`config.mk`:
```
export PLATFORM = sky130hd
export DESIGN_NAME = cac_decoder_9_flat
export DESIGN_NICKNAME = d
export VERILOG_FILES = /design/src/rtl/cac_decoder_9_if.sv /design/src/rtl/cac_decoder_9.sv /design/src/flat_wrapper.sv
export SDC_FILE = /design/constraint.sdc
export NUM_CORES = 1
export LEC_CHECK = 0
export BUFFER_PORTS_ARGS = -buffer_cell sky130_fd_sc_hd__buf_4
export CAP_MARGIN = 10
export CORE_MARGIN = 2
export CORE_UTILIZATION = 40
export DETAILED_ROUTE_END_ITERATION = 8
export PLACE_DENSITY_LB_ADDON = 0.05
export SLEW_MARGIN = 40
export SYNTH_ARGS = -nofsm -noshare
export SYNTH_HDL_FRONTEND = slang
export SYNTH_SLANG_ARGS = --single-unit
```
`constraint.sdc`:
```
create_clock -name clock -period 2.4 [get_ports clock]
set_input_delay 0.48 -clock clock [delete_from_list [all_inputs] [get_ports clock]]
set_output_delay 0.48 -clock clock [all_outputs]
set_load 0.005 [all_outputs]
```
`src/rtl/cac_decoder_9_if.sv`:
```
// Handshake bundle between the bus capture stage, the FNS decoder and its consumer.
// The slave modport is the decoder's view; the master modport is the surrounding logic's view.
interface cac_decoder_9_if #(
  parameter int CODE_W = 9,
  parameter int SUM_W  = 7
);
  logic [CODE_W-1:0] code_in;
  logic              in_valid;
  logic              in_ready;
  logic [SUM_W-1:0]  data_out;
  logic              range_err;
  logic              out_valid;
  logic              out_ready;

  modport slave (
    input  code_in, in_valid, out_ready,
    output in_ready, data_out, range_err, out_valid
  );

  modport master (
    output code_in, in_valid, out_ready,
    input  in_ready, data_out, range_err, out_valid
  );
endinterface

```
`src/rtl/cac_decoder_9.sv`:
```
// Serial Fibonacci-numeral-system decoder: one codeword bit per clock, LSB first,
// with a range flag for values that no valid crosstalk-avoidance codeword can produce.
module cac_decoder_9 #(
  parameter int CODE_W = 9,
  parameter int SUM_W  = 7
) (
  input  logic        clock,
  input  logic        reset,
  cac_decoder_9_if.slave bus,
  output logic [1:0]  dbg_state_o
);
  // Handshake: a transfer happens on any rising edge where valid and ready are both 1.
  // in_ready depends only on state; out_valid, once raised, stays until out_ready is seen.

  localparam int CNT_W = $clog2(CODE_W + 1);

  function automatic int fib(input int n);
    int a;
    int b;
    int t;
    a = 1;
    b = 1;
    for (int i = 2; i < n; i++) begin
      t = a + b;
      a = b;
      b = t;
    end
    return b;
  endfunction

  localparam logic [SUM_W-1:0] LIMIT = SUM_W'(fib(CODE_W + 1));

  typedef enum logic [1:0] {
    IDLE = 2'd0,
    ACC  = 2'd1,
    DONE = 2'd2
  } state_t;

  state_t            state_q, state_d;
  logic [CODE_W-1:0] shift_q, shift_d;
  logic [SUM_W-1:0]  acc_q, acc_d;
  logic [SUM_W-1:0]  w_q, w_d;
  logic [SUM_W-1:0]  wn_q, wn_d;
  logic [CNT_W-1:0]  cnt_q, cnt_d;
  logic [SUM_W-1:0]  data_q, data_d;
  logic              err_q, err_d;
  logic              valid_q, valid_d;

  always_ff @(posedge clock or posedge reset) begin
    if (reset) begin
      state_q <= IDLE;
      shift_q <= '0;
      acc_q   <= '0;
      w_q     <= '0;
      wn_q    <= '0;
      cnt_q   <= '0;
      data_q  <= '0;
      err_q   <= 1'b0;
      valid_q <= 1'b0;
    end else begin
      state_q <= state_d;
      shift_q <= shift_d;
      acc_q   <= acc_d;
      w_q     <= w_d;
      wn_q    <= wn_d;
      cnt_q   <= cnt_d;
      data_q  <= data_d;
      err_q   <= err_d;
      valid_q <= valid_d;
    end
  end

  always_comb begin
    state_d = state_q;
    shift_d = shift_q;
    acc_d   = acc_q;
    w_d     = w_q;
    wn_d    = wn_q;
    cnt_d   = cnt_q;
    data_d  = data_q;
    err_d   = err_q;
    valid_d = valid_q;
    case (state_q)
      IDLE: begin
        if (bus.in_valid) begin
          shift_d = bus.code_in;
          acc_d   = '0;
          w_d     = SUM_W'(1);
          wn_d    = SUM_W'(1);
          cnt_d   = '0;
          state_d = ACC;
        end
      end
      ACC: begin
        // Once every bit has been weighted, the extra cycle publishes the sum.
        if (cnt_q == CNT_W'(CODE_W)) begin
          data_d  = acc_q;
          err_d   = (acc_q >= LIMIT);
          valid_d = 1'b1;
          state_d = DONE;
        end else begin
          if (shift_q[0]) begin
            acc_d = acc_q + w_q;
          end
          shift_d = shift_q >> 1;
          w_d     = wn_q;
          wn_d    = w_q + wn_q;
          cnt_d   = cnt_q + CNT_W'(1);
        end
      end
      DONE: begin
        if (bus.out_ready) begin
          valid_d = 1'b0;
          state_d = IDLE;
        end
      end
      default: state_d = IDLE;
    endcase
  end

  assign bus.in_ready  = (state_q == IDLE);
  assign bus.out_valid = valid_q;
  assign bus.data_out  = data_q;
  assign bus.range_err = err_q;
  assign dbg_state_o   = state_q;
endmodule

```
`src/flat_wrapper.sv`:
```
// flat-port wrapper written by rule: the top's interface ports become plain ports
module cac_decoder_9_flat 
#(
  parameter int CODE_W = 9,
  parameter int SUM_W  = 7
)
  (clock, reset, dbg_state_o, bus_code_in, bus_in_valid, bus_out_ready, bus_in_ready, bus_data_out, bus_range_err, bus_out_valid);
  cac_decoder_9_if #(.CODE_W(CODE_W), .SUM_W(SUM_W)) bus_i ();
  input  logic clock;
  input  logic reset;
  output logic [1:0] dbg_state_o;
  input wire logic [$bits(bus_i.code_in)-1:0] bus_code_in;
  input wire logic [$bits(bus_i.in_valid)-1:0] bus_in_valid;
  input wire logic [$bits(bus_i.out_ready)-1:0] bus_out_ready;
  output wire logic [$bits(bus_i.in_ready)-1:0] bus_in_ready;
  output wire logic [$bits(bus_i.data_out)-1:0] bus_data_out;
  output wire logic [$bits(bus_i.range_err)-1:0] bus_range_err;
  output wire logic [$bits(bus_i.out_valid)-1:0] bus_out_valid;
  assign bus_i.code_in = bus_code_in;
  assign bus_i.in_valid = bus_in_valid;
  assign bus_i.out_ready = bus_out_ready;
  assign bus_in_ready = bus_i.in_ready;
  assign bus_data_out = bus_i.data_out;
  assign bus_range_err = bus_i.range_err;
  assign bus_out_valid = bus_i.out_valid;
  cac_decoder_9 #(.CODE_W(CODE_W), .SUM_W(SUM_W)) u_core (.clock(clock), .reset(reset), .bus(bus_i), .dbg_state_o(dbg_state_o));
endmodule
```
==> results.md, run 1 <==
* Synth Register Bits at 45
* Status: finished clean
* Die X at 80.6 um
* Sequential power share at 34.1%
* P_sw at 1.74 mW
* P per Cell Area at 1570 nW/um2
* Final setup vio count at 0
* Vias in the first global route at 1664
* Critical Path Sink Type: flip-flop
* Max Cap Violations at 0
* GR Util met3 at 3.71%
* Share of layout cells above drive strength 1 at 23.3%
* Core Box Area at 5570 um2
* Gpl congestion at 0.767
* Top cells by area, synth: dfrtp_1, ha_1, nand2_1, mux2_2, a222oi_1
* CTS tree: yes
* Met1 usage at 21.4%
* Clock Root Buffer: clkbuf_8
* Async SR Flop Fraction at 100%
* Clock Pin Slew Worst Setup and Hold Paths at 0.08 ns
* CP bufs+invs at 1
* Hold slack at 0.217 ns
* Crit path max-delay cell type: dfrtp_1
* Largest area contributor in the netlist: dfrtp_1
* H-tree depth at 2
* Routing usage on met2 at 26.7%
* P_int at 2.55 mW
* Dpl hpwl at 3.63 mm
* Hold Fails Final Rpt at 0
* Worst path top cell family by delay: compound AO/OA/AOI/OAI gates
* Cell Count, Final, Fillers Out at 312
* Netlist cell types at 49
* Switching Share at 40.5%
* Postcts setup bufs at 0
* Commonest non-fill, non-tap cell in the layout: dfrtp_1
* Hold-fix buffers, CTS at 0
* Via count at 1704
* Post-route setup TNS at 0 ns
* Fin crit share at 89.3%
* Post-synth top area share at 48.0%
* Clock share of power at 13.6%
* Min Tclk post-route at 2.14 ns
* First-pass GRT wire length at 8.06 mm
* RSZ-0062 raised after global routing: no
* Clock sinks at 45
* Ys Warns at 0
* Busiest grt layer: met2
* Die ar. at 6490 um2
* Post-Syn Instances at 211
* Avg WL per Cell at 15.2 um
* Initial antenna violation count at 0
* Placed instance count at 304
* Pin count of the biggest net entering global routing at 30
* Worst min-delay path class: in2async
* Pre-CTS setup slack at 0.275 ns
* Final ANT Viol Nets at 0
* Total power at 4.29 mW
* Worst r2r src: u_core.acc_q[0]
* Commonest non-fill, non-tap cells in the layout: dfrtp_1, buf_4, nand2_1, inv_1, ha_1
* Syn Area/Cell at 11.1 um2
* Cell Rows at 27
* Multi-input logic area at 1120 um2
* Top FF cell, synth: dfrtp_1
* Number of nets in the layout at 268
* Number of buffers created by CTS at 5
* Post-Route WL at 4.75 mm
* Fill cell total of the finished layout at 536
* VDD IR max at 584 uV
* Crit start category: flip-flop
* Gr usage total at 16.3%
* Critical path, cell by cell: ha_1 -> inv_1 -> fa_1 -> nor2b_4 -> o2111a_2 -> a2111oi_4 -> mux2_1 -> o211ai_2
* Worst Path Arrival at 2.37 ns
* Critical Path Start: u_core.acc_q[0]
* Relative slew slack at 66.9%
* Clock Tree Buf Depth at 2
* Slew @ Worst Pin at 0.494 ns
* Logic pwr share at 52.2%
* Area of all sequential standard cells at 1130 um2
* Post-Route Skew at 0.00312 ns
* Number of diodes at 0
* Clk_lat worst skew at 0.30 ns
* Vias per inst at 5.46
* Post-cts resize count at 0
* Post-Synthesis Net Count at 240
* Die H at 80.6 um
* Pleak at 1.32 nW
* Final setup margin at 0.257 ns
* Area growth syn-to-layout at 16.3%
* Initial Util at 42.1%
* Worst Path Required at 2.63 ns
* CP peak stage delay at 0.42 ns
* PortBufs at 24
* DRT Pass-1 Iters at 5
* Initial drt markers at 80
* Remaining DRCs at 0
* Synthesized area at 2340 um2
* Fin. max-slew vios at 0
* Sequential-to-total area share from yosys stat at 48.0%
* Global route overflow at 0
* Crit Path Class: reg2reg
* Io pins at 25
* FMAX at 467 MHz
* Number of enable flip-flop cells after synthesis at 0
* Maximum fanout along the worst path at 4
## cell families after synthesis
family | share of synthesized area [%]
fa+ha+maj | 9.18
flops | 48.0
simple gates | 11.9
xor+xnor | 3.74
buf+inv | 4.06
mux | 4.27
compound gates | 18.8
## flip-flops by register name (all words and copies together) (netlist names)
signal and count:
u_core.cnt_q 4, u_core.shift_q 9, u_core.bus.range_err 1, u_core.wn_q 7, u_core.bus.data_out 7, u_core.acc_q 7
u_core.w_q 7, u_core.bus.out_valid 1, u_core.dbg_state_o 2
## cell type report
class / count / area share [%]
Clock buffer: 7 / 3.17
Tap cell: 72 / 3.30
Multi-Input combinational cell: 144 / 41.2
Inverter: 15 / 2.25
Clock inverter: 1 / 1.10
Timing Repair Buffer: 28 / 7.71
Sequential cell: 45 / 41.3
## worst reg2reg max path, cell delays in order (launching register included)
cell and delay [ns]:
dfrtp_1 0.42, ha_1 0.21, inv_1 0.06, fa_1 0.22, nor2b_4 0.06, o2111a_2 0.26, a2111oi_4 0.37, mux2_1 0.39
o211ai_2 0.08
## power groups by stage
stage	Combinational (mW)	Sequential [mW]	Clock [mW]
3_5_place_dp	2.27	1.48	0
3_3_place_gp	2.19	1.46	0
5_1_grt	2.54	1.53	0.639
2_1_floorplan	1.74	1.38	0
6_report	2.24	1.47	0.586
4_1_cts	2.29	1.47	0.605
## cells in the mapped netlist (2+ instances only)
| cell | count |
|---|---|
| a21oi_1 | 5 |
| inv_1 | 14 |
| o22ai_1 | 4 |
| xnor2_1 | 4 |
| a31o_2 | 2 |
| nand3_1 | 3 |
| a222oi_1 | 6 |
| nand2b_1 | 6 |
| ha_1 | 14 |
| fa_1 | 2 |
| nand3b_1 | 2 |
| mux2_2 | 7 |
| nor3_1 | 2 |
| dfrtp_1 | 45 |
| nor2_1 | 8 |
| clkbuf_1 | 2 |
| nor2_2 | 2 |
| a32o_1 | 2 |
| a22o_1 | 4 |
| nand2_1 | 23 |
| o22a_1 | 2 |
| a31oi_1 | 3 |
| a211oi_1 | 2 |
| buf_2 | 3 |
| xor2_1 | 6 |
| a21o_1 | 4 |
| o21ai_0 | 12 |
## worst paths after layout
kind | end | slack (ns) | depth (start not counted)
max in group asynchronous | u_core.wn_q[3] | 1.85 | 3
setup reg to reg | u_core.acc_q[6] | 0.26 | 8
hold / removal | u_core.bus.out_valid | 0.22 | 3
setup / recovery | u_core.acc_q[6] | 0.26 | 8
hold reg to reg | u_core.bus.out_valid | 0.49 | 1
min in group clock | u_core.dbg_state_o[1] | 0.36 | 2
## per-layer routing
metal | up-vias | part of all wire (%)
met5 | - | 0
met4 | 0 | 1.1
met3 | 6 | 3.5
met2 | 25 | 50
met1 | 860 | 45
li1 | 813 | -
## stage by stage
step | cell area, um2 | utilization [%]
4_1_cts | 2730 | 48.9
6_report | 2730 | 48.9
5_1_grt | 2730 | 48.9
3_5_place_dp | 2610 | 46.8
2_1_floorplan | 2340 | -
3_3_place_gp | 2610 | 46.8
Note: power is estimated with default switching activity, not from simulation.
==> run 2: changes to the inputs <==
CORE_ASPECT_RATIO = 1.75   (was unset)
==> run 2 against run 1 <==
Final cell count is 0.32% higher. Routed wire length is 0.59% higher. Worst setup slack worse by 0.031 ns. Power is 3.3% lower. Largest power group unchanged.
==> results.md, run 2 (synthesis gave the netlist of run 1 again) <==
* Status: finished clean
* Worst Path Arrival at 2.39 ns
* Initial Util at 41.6%
* Critical path, cell by cell: ha_1 -> inv_1 -> fa_1 -> nor2b_4 -> o2111a_2 -> a2111oi_4 -> mux2_1 -> o211ai_2
* Post-route setup TNS at 0 ns
* Fin. max-slew vios at 0
* CP peak stage delay at 0.41 ns
* Crit path max-delay cell type: dfrtp_1
* Remaining DRCs at 0
* Pleak at 1.29 nW
* Die ar. at 6510 um2
* Top reg by flops: u_core.shift_q
* Clock Tree Buf Depth at 2
* Gr usage total at 17.2%
* Clock Pin Slew Worst Setup and Hold Paths at 0.08 ns
* Global route overflow at 0
* Io pins at 25
* Worst min-delay path class: in2async
* Post-Route WL at 4.78 mm
* Hold Fails Final Rpt at 0
* CTS tree: yes
* Final setup vio count at 0
* Share of layout cells above drive strength 1 at 22.4%
* Via count at 1692
* Placed standard-cell area at 2600 um2
* Clock Root Buffer: clkbuf_8
* Post-Route Skew at 0.00380 ns
* Maximum fanout along the worst path at 3
* Commonest non-fill, non-tap cells in the layout: dfrtp_1, buf_4, nand2_1, ha_1, inv_1
* Commonest non-fill, non-tap cell in the layout: dfrtp_1
* Pin count of the biggest net entering global routing at 30
* Avg WL per Cell at 15.3 um
* Die H at 105 um
* Max Cap Violations at 0
* VDD IR max at 556 uV
* P per Cell Area at 1550 nW/um2
* DRT Pass-1 Iters at 4
* Slew @ Worst Pin at 0.593 ns
* Initial antenna violation count at 0
* Number of buffers created by CTS at 5
* Vias in the first global route at 1819
* Crit start category: flip-flop
* Die X at 61.9 um
* Post-cts resize count at 0
* Final ANT Viol Nets at 0
* Fin crit share at 90.6%
* Clk_lat worst skew at 0.29 ns
* Postcts setup bufs at 0
* Relative slew slack at 60.2%
* Number of diodes at 0
* Initial drt markers at 55
* Fill cell total of the finished layout at 542
* FMAX at 460 MHz
* Dpl hpwl at 3.70 mm
* Min Tclk post-route at 2.17 ns
* Cell Rows at 36
* RSZ-0062 raised after global routing: no
* Max reg flops at 9
* PortBufs at 24
* Clock sinks at 45
* Area growth syn-to-layout at 14.6%
* Gpl congestion at 0.793
* Vias per inst at 5.41
* H-tree depth at 2
* Final instance area at 2690 um2
* Number of nets in the layout at 266
* First-pass GRT wire length at 8.31 mm
* Core Box Area at 5630 um2
* Hold-fix buffers, CTS at 0
* Worst Path Required at 2.62 ns
* Crit Path Class: reg2reg
* Critical Path Sink Type: flip-flop
run 2: cell type report:
cell class              count  area [um2]  area share (%)
well taps                  76        95.1            3.54
multi-input cells         144        1120            41.8
inverters                  15        61.3            2.28
repair buffers             26         195            7.26
clock buffers               7        86.3            3.21
flip-flops and latches     45        1130            41.9
run 2: path summary, 6_finish.rpt:
path                       depth (start not counted)  slack (ns)                endpoint            startpoint
setup / recovery                                   8        0.23         u_core.acc_q[6]         u_core.w_q[0]
hold reg to reg                                    1        0.49    u_core.bus.out_valid  u_core.bus.out_valid
min in group clock                                 2        0.37   u_core.dbg_state_o[1]         bus_out_ready
hold / removal                                     2        0.18  u_core.bus.data_out[4]                 reset
setup reg to reg                                   8        0.23         u_core.acc_q[6]         u_core.w_q[0]
max in group asynchronous                          3        1.49           u_core.w_q[2]                 reset
run 2: per-layer routing:
metal	GRT usage, %	share of wire [%]	vias up
li1	-	-	809
met1	17.9	37	837
met2	31.6	58	37
met3	3.19	2.8	9
met4	6.99	2.3	0
met5	0	0	-
run 2: critical path: cells and delay by family (launching register included):
kind | cells | cell delay, ns
AO/OA/AOI/OAI | 3 | 0.71
adder cells (fa/ha/maj) | 2 | 0.46
flip-flops | 1 | 0.41
multiplexers | 1 | 0.38
buffers and inverters | 1 | 0.07
AND/OR/NAND/NOR | 1 | 0.06
run 2: where the power goes:
| group | internal (mW) | switching [mW] |
|---|---|---|
| Combinational | 1.06 | 1.16 |
| Clock | 0.229 | 0.239 |
| Sequential | 1.14 | 0.327 |
| Total | 2.43 | 1.73 |
run 2: per-stage QoR:
step	util [%]	worst slack [ns]	cells	hold slack, ns	power (mW)
final	47.7	0.226	313	0.179	4.15
after detailed placement	46.2	0.252	306	0.469	3.73
after global placement	46.2	0.310	306	0.462	3.64
after floorplan	-	0.379	211	0.474	3.12
after global routing	47.7	0.127	313	0.205	4.58
after CTS	47.7	0.226	313	0.189	4.21
